**config.mk**
```make
export PLATFORM = sky130hd
export DESIGN_NAME = id_stage_pipe
export DESIGN_NICKNAME = d
export VERILOG_FILES = /design/src/rtl/id_stage_pipe.sv
export SDC_FILE = /design/constraint.sdc
export NUM_CORES = 2
export LEC_CHECK = 0
export CORE_AREA = 5 5 264 368
export CTS_CLUSTER_DIAMETER = 40
export CTS_CLUSTER_SIZE = 8
export DETAILED_ROUTE_END_ITERATION = 7
export DIE_AREA = 0 0 269 373
export DONT_BUFFER_PORTS = 1
export SLEW_MARGIN = 15
export SYNTH_ARGS = -nofsm -noshare
export SYNTH_HDL_FRONTEND = slang
export SYNTH_SLANG_ARGS = --single-unit
export TNS_END_PERCENT = 100
```
**constraint.sdc**
```tcl
create_clock -name clk -period 15.3 [get_ports clk]
set_clock_uncertainty 0.1 [all_clocks]
set_input_delay 3.06 -clock clk [delete_from_list [all_inputs] [get_ports clk]]
set_output_delay 3.06 -clock clk [all_outputs]
set_load 0.01 [all_outputs]
```
**src/rtl/id_stage_pipe.sv**
```systemverilog
// Instruction decode stage: field decode, condition check, register file with write-through,
// per-register pending-write scoreboard, hazard detection and the ID/EX pipeline register.
module id_stage_pipe #(
    parameter int unsigned DATA_W = 32,
    parameter int unsigned REG_N  = 16,
    parameter int unsigned CNT_W  = 2,
    localparam int unsigned AW    = $clog2(REG_N)
) (
    input  logic              clk,
    input  logic              rst,
    input  logic              in_valid,
    input  logic [31:0]       instruction,
    input  logic [DATA_W-1:0] pc,
    input  logic [3:0]        status,
    input  logic              stall_in,
    input  logic              flush,
    input  logic              wb_en,
    input  logic [AW-1:0]     wb_dest,
    input  logic [DATA_W-1:0] wb_value,
    output logic              in_ready,
    output logic              hazard,
    output logic              out_valid,
    output logic [DATA_W-1:0] out_pc,
    output logic [3:0]        exe_cmd,
    output logic              mem_r_en,
    output logic              mem_w_en,
    output logic              wb_en_out,
    output logic              branch,
    output logic              s_update,
    output logic              imm,
    output logic              two_src,
    output logic [DATA_W-1:0] val_rn,
    output logic [DATA_W-1:0] val_rm,
    output logic [11:0]       shift_operand,
    output logic [23:0]       signed_imm_24,
    output logic [AW-1:0]     dest,
    output logic [AW-1:0]     rn,
    output logic [AW-1:0]     rm
);

    localparam logic [CNT_W-1:0] CNT_MAX = '1;

    logic [DATA_W-1:0] rf [REG_N];
    logic [CNT_W-1:0]  cnt [REG_N];
    logic [CNT_W-1:0]  cnt_next [REG_N];
    logic [REG_N-1:0]  reg_busy;

    logic [3:0]    cond;
    logic [1:0]    mode;
    logic [3:0]    opcode;
    logic          i_bit;
    logic          s_bit;
    logic [AW-1:0] rn_a;
    logic [AW-1:0] rd_a;
    logic [AW-1:0] rm_a;
    logic [AW-1:0] src2_a;
    logic          is_ldr;
    logic          is_str;
    logic          two_src_d;
    logic          cond_pass;

    logic [3:0] d_exe;
    logic       d_mr;
    logic       d_mw;
    logic       d_wb;
    logic       d_br;
    logic       d_s;
    logic       e_wb;

    logic              issue;
    logic              load_bubble;
    logic [DATA_W-1:0] rd_rn;
    logic [DATA_W-1:0] rd_src2;

    assign cond      = instruction[31:28];
    assign mode      = instruction[27:26];
    assign i_bit     = instruction[25];
    assign opcode    = instruction[24:21];
    assign s_bit     = instruction[20];
    assign rn_a      = instruction[16 +: AW];
    assign rd_a      = instruction[12 +: AW];
    assign rm_a      = instruction[0 +: AW];
    assign is_ldr    = (mode == 2'b01) & s_bit;
    assign is_str    = (mode == 2'b01) & ~s_bit;
    assign two_src_d = ~(i_bit | is_ldr);
    assign src2_a    = is_str ? rd_a : rm_a;

    // Opcode/mode to control-word decode, before the condition check.
    always_comb begin
        d_exe = 4'b0000;
        d_mr  = 1'b0;
        d_mw  = 1'b0;
        d_wb  = 1'b0;
        d_br  = 1'b0;
        d_s   = 1'b0;
        case (mode)
            2'b00: begin
                d_wb = 1'b1;
                d_s  = s_bit;
                case (opcode)
                    4'b1101: d_exe = 4'b0001;
                    4'b1111: d_exe = 4'b1001;
                    4'b0100: d_exe = 4'b0010;
                    4'b0101: d_exe = 4'b0011;
                    4'b0010: d_exe = 4'b0100;
                    4'b0110: d_exe = 4'b0101;
                    4'b0000: d_exe = 4'b0110;
                    4'b1100: d_exe = 4'b0111;
                    4'b0001: d_exe = 4'b1000;
                    4'b1010: begin
                        d_exe = 4'b0100;
                        d_wb  = 1'b0;
                        d_s   = 1'b1;
                    end
                    4'b1000: begin
                        d_exe = 4'b0110;
                        d_wb  = 1'b0;
                        d_s   = 1'b1;
                    end
                    default: begin
                        d_wb = 1'b0;
                        d_s  = 1'b0;
                    end
                endcase
            end
            2'b01: begin
                d_exe = 4'b0010;
                d_mr  = s_bit;
                d_mw  = ~s_bit;
                d_wb  = s_bit;
            end
            2'b10:   d_br = 1'b1;
            default: d_br = 1'b0;
        endcase
    end

    // ARM condition codes against {N,Z,C,V}.
    always_comb begin
        cond_pass = 1'b0;
        case (cond)
            4'b0000: cond_pass = status[2];
            4'b0001: cond_pass = ~status[2];
            4'b0010: cond_pass = status[1];
            4'b0011: cond_pass = ~status[1];
            4'b0100: cond_pass = status[3];
            4'b0101: cond_pass = ~status[3];
            4'b0110: cond_pass = status[0];
            4'b0111: cond_pass = ~status[0];
            4'b1000: cond_pass = status[1] & ~status[2];
            4'b1001: cond_pass = ~status[1] | status[2];
            4'b1010: cond_pass = (status[3] == status[0]);
            4'b1011: cond_pass = (status[3] != status[0]);
            4'b1100: cond_pass = ~status[2] & (status[3] == status[0]);
            4'b1101: cond_pass = status[2] | (status[3] != status[0]);
            4'b1110: cond_pass = 1'b1;
            default: cond_pass = 1'b0;
        endcase
    end

    assign e_wb = d_wb & cond_pass;

    // A register is busy unless its last outstanding write lands this cycle.
    always_comb begin
        reg_busy = '0;
        for (int unsigned r = 0; r < REG_N; r++) begin
            reg_busy[r] = (cnt[AW'(r)] != '0) &&
                          !((cnt[AW'(r)] == CNT_W'(1)) && wb_en && (wb_dest == AW'(r)));
        end
    end

    assign hazard = in_valid & (((mode != 2'b10) & reg_busy[rn_a]) |
                                ((two_src_d | is_str) & reg_busy[src2_a]) |
                                (e_wb & (cnt[rd_a] == CNT_MAX)));
    assign in_ready    = ~stall_in & ~hazard;
    assign issue       = in_valid & in_ready & ~flush;
    assign load_bubble = flush | (~stall_in & ~issue);

    assign rd_rn   = (wb_en && (wb_dest == rn_a))   ? wb_value : rf[rn_a];
    assign rd_src2 = (wb_en && (wb_dest == src2_a)) ? wb_value : rf[src2_a];

    function automatic logic [CNT_W-1:0] cnt_upd(input logic [CNT_W-1:0] c, input logic inc,
                                                 input logic dec_a, input logic dec_b);
        logic [CNT_W:0] s;
        s = {1'b0, c} + (CNT_W+1)'(inc);
        if (dec_a && (s != '0)) s = s - (CNT_W+1)'(1);
        if (dec_b && (s != '0)) s = s - (CNT_W+1)'(1);
        return CNT_W'(s);
    endfunction

    // Scoreboard next state: issue increments, write-back and flushed writers decrement.
    always_comb begin
        for (int unsigned r = 0; r < REG_N; r++) begin
            cnt_next[r] = cnt_upd(cnt[AW'(r)],
                                  issue & e_wb & (rd_a == AW'(r)),
                                  wb_en & (wb_dest == AW'(r)),
                                  flush & out_valid & wb_en_out & (dest == AW'(r)));
        end
    end

    always_ff @(posedge clk) begin
        if (rst) begin
            for (int unsigned r = 0; r < REG_N; r++) begin
                rf[AW'(r)]  <= '0;
                cnt[AW'(r)] <= '0;
            end
        end else begin
            if (wb_en) rf[wb_dest] <= wb_value;
            for (int unsigned r = 0; r < REG_N; r++) begin
                cnt[AW'(r)] <= cnt_next[r];
            end
        end
    end

    // ID/EX register: load on issue, bubble when idle or flushed, hold while stalled.
    always_ff @(posedge clk) begin
        if (rst || load_bubble) begin
            out_valid     <= 1'b0;
            out_pc        <= '0;
            exe_cmd       <= '0;
            mem_r_en      <= 1'b0;
            mem_w_en      <= 1'b0;
            wb_en_out     <= 1'b0;
            branch        <= 1'b0;
            s_update      <= 1'b0;
            imm           <= 1'b0;
            two_src       <= 1'b0;
            val_rn        <= '0;
            val_rm        <= '0;
            shift_operand <= '0;
            signed_imm_24 <= '0;
            dest          <= '0;
            rn            <= '0;
            rm            <= '0;
        end else if (issue) begin
            out_valid     <= 1'b1;
            out_pc        <= pc;
            exe_cmd       <= d_exe;
            mem_r_en      <= d_mr & cond_pass;
            mem_w_en      <= d_mw & cond_pass;
            wb_en_out     <= e_wb;
            branch        <= d_br & cond_pass;
            s_update      <= d_s & cond_pass;
            imm           <= i_bit;
            two_src       <= two_src_d;
            val_rn        <= rd_rn;
            val_rm        <= rd_src2;
            shift_operand <= instruction[11:0];
            signed_imm_24 <= instruction[23:0];
            dest          <= rd_a;
            rn            <= rn_a;
            rm            <= src2_a;
        end
    end

endmodule

```
==> flow_metrics.py <==
metrics = {
    "outcome": {
        "status": "finished, final reports clean",
    },
    "worst_setup_path": {
        "path_max_fanout": 39,
        "worstPathArrival_ps": 7000,
        "slowest_stage": "buf_4",
        "worstSetupStartpointType": "input port",
        "slowest_delay_ps": 750,
        "critPathKind": "in -> out",
        "cp.required_ps": 12140,
        "end_kind": "output pin",
        "worstPathCellList": "or3b_1, buf_4, mux2i_4, buf_4, buf_4, mux4_2, o221a_1, a211o_1, a21oi_1",
        "path_common_cell": "buf_4",
    },
    "place": {
        "hpwl_mm": 69.6,
        "place.gp.congestion": 0.876,
        "portBuffers": 0,
        "place_area_um2": 37900,
    },
    "synth": {
        "ys_top_cells_by_area": "edfxtp_1 42%, mux4_2 9.9%, dfxtp_1 9.1%",
        "netlist_area_um2": 37000,
        "yosys.area.top_type": "edfxtp_1",
        "synth_cell_types": 67,
        "yosysSeqAreaShare_pct": 50.7,
        "async_flop_share_pct": 0,
        "synth-seq-cells": 680,
        "synth_top_area_share_pct": 41.6,
        "avgSynthCellArea_um2": 11.9,
        "yosys_warnings": 0,
        "synth_edf_count": 512,
        "syn_nets": 3294,
        "synth-main-ff-cell": "edfxtp_1",
        "syn-instance-count": 3104,
    },
    "timing": {
        "max_slew.worst_pin.slew_ps": 1190,
        "slew_viol_final": 0,
        "final_hold_viol_count": 0,
        "min_period_ps": 10160,
        "maxSlewHeadroom_pct": 20.6,
        "max_freq_mhz": 98.4,
        "holdWs_ps": 457,
        "tns_ps": 0,
        "min_period_over_period_pct": 66.4,
        "setup_viol_count_final": 0,
        "rsz0062_at_grt": "false",
    },
    "drt": {
        "vias": 26800,
        "wl_per_cell_um": 29.3,
        "avgViaCountPerCell": 6.26,
        "wirelength_mm": 125,
        "drt_iter0_drc": 2882,
        "remaining_drc_errors": 0,
        "ant_nets": 0,
        "firstDrtPassIters": 5,
    },
    "grt": {
        "grt_first_pass_wirelength_mm": 182,
        "grt_max_degree": 170,
        "grt_usage_pct": 24.2,
        "grt_pass1_vias": 27700,
        "gr-total-overflow": 0,
        "antenna_found_initial": 4,
    },
    "clock_network": {
        "numCtsBuffers": 106,
        "clock_latency_ps": 700,
        "h-tree-depth": 3,
        "cts_setup_buffers": 0,
        "numClockSinks": 680,
        "ctsHoldBuffers": 0,
        "cts_tree": "yes",
        "cts_max_path_buffers": 3,
        "cts_root_buffer": "clkbuf_16",
        "post_cts_resized": 0,
        "cts.clk_slew.worst_paths_ps": 50,
    },
    "floorplanning": {
        "ioPinCount": 268,
        "row_count": 133,
        "fp.dieH_um": 373,
        "coreArea_um2": 93500,
        "start_util_pct": 39.6,
        "die_w_um": 269,
        "die-area_um2": 100000,
    },
    "cells_and_area": {
        "area_delta_synth_final_pct": 11.4,
        "design_area_um2": 41200,
        "seq_area_um2": 18700,
        "most-common-layout-cells": "517 x and2_1, 512 x edfxtp_1, 265 x nand2_1",
        "drive_gt1_share_pct": 15.3,
        "nets": 3165,
        "fin_util_pct": 44.1,
        "multiInputGateArea_um2": 17000,
        "final_common_cell": "and2_1",
        "fillers": 8412,
    },
    "power": {
        "vdd_ir_drop_max_mv": 0.0851,
        "power_leakage_uw": 0.0149,
        "p_per_area_nw_per_um2": 118,
    },
    "hold_path": {
        "hold_path.class": "reg -> reg",
    },
    "job": {
        "maxCapViolCount": 0,
    },
}
## worst max-delay path: cells and delay by family
| family | cells | cell delay (ps) |
|---|---|---|
| AOI/OAI and AO/OA | 3 | 1180 |
| buffers and inverters | 3 | 1600 |
| muxes | 2 | 770 |
| and+or+nand+nor | 1 | 360 |
## power by group
group	leakage, uW	internal (uW)	switching, uW
Sequential	0.00626	2080	54.8
Combinational	0.00704	192	271
Clock	0.00158	1380	871
## synthesized netlist by cell type, types with 5 or more instances
cell type / n
xnor2_1: 31
inv_1: 62
clkbuf_1: 220
nand3_1: 75
ha_1: 80
a22o_1: 130
a31oi_1: 7
a32o_1: 5
mux2_2: 59
and2_1: 517
o21ai_0: 24
edfxtp_1: 512
xor2_1: 11
buf_2: 23
nor3_1: 17
nor3b_1: 8
a211oi_1: 15
a21oi_1: 93
nand2b_1: 21
nor2b_1: 7
nor2_1: 121
mux4_2: 162
nand3b_1: 5
a221oi_1: 65
or3_1: 13
o221ai_1: 33
a21o_1: 11
buf_1: 22
or2_2: 10
a211o_1: 7
buf_6: 8
nand2_1: 266
dfxtp_1: 168
nor4_1: 18
buf_4: 20
a32oi_1: 33
mux2i_1: 170
## layer usage
| layer | vias up | part of all wire (%) | global-route usage, % |
|---|---|---|---|
| li1 | 11300 | - | - |
| met1 | 13600 | 36 | 29.2 |
| met2 | 1525 | 48 | 40.4 |
| met3 | 379 | 10 | 5.19 |
| met4 | 2 | 5.6 | 12.5 |
| met5 | - | 0.0056 | 0 |
## sequential cells by signal, summed over array words and instances, names as in the netlist
name,count
val_rn,32
two_src,1
rf,512
val_rm,32
s_update,1
branch,1
mem_r_en,1
exe_cmd,4
signed_imm_24,13
out_valid,1
cnt,32
mem_w_en,1
wb_en_out,1
shift_operand,11
imm,1
rm,4
out_pc,32
## per-stage QoR
step                cells  setup slack (ps)  power (uW)
floorplan            3104              6460        2490
global placement     4082              5170        2610
CTS                  4280              5170        4870
finish               4281              5140        4840
global route         4280              5050        4990
detailed placement   4082              5180        2630
## layout make-up
class                      instances  share of cell area [%]
multi-input combinational       2069                    41.2
clock buffer                     175                    7.34
tap                             1215                    3.69
inverter                          62                   0.565
antenna                            1                 0.00607
timing repair buffer              56                    1.05
clock inverter                    23                   0.644
sequential                       680                    45.5
## cell families after synthesis
group	after synthesis	synth area share, %
mux	394	16.4
simple gates	1094	15.7
xor+xnor	42	0.994
buf+inv	355	4.05
fa+ha+maj	80	2.71
compound gates	459	9.54
flops	680	50.7
## path summary, 6_finish.rpt
| path | end | startpoint | cells past startpoint | slack [ps] |
|---|---|---|---|---|
| max | in_ready | instruction[20] | 9 | 5140 |
| min | mem_w_en$_SDFFE_PP0P_ | mem_w_en$_SDFFE_PP0P_ | 1 | 460 |
| max reg2reg | cnt[12][1]$_SDFF_PP0_ | cnt[12][1]$_SDFF_PP0_ | 17 | 9450 |
| min reg2reg | mem_w_en$_SDFFE_PP0P_ | mem_w_en$_SDFFE_PP0P_ | 1 | 460 |
Note: power is estimated with default switching activity, not from simulation.
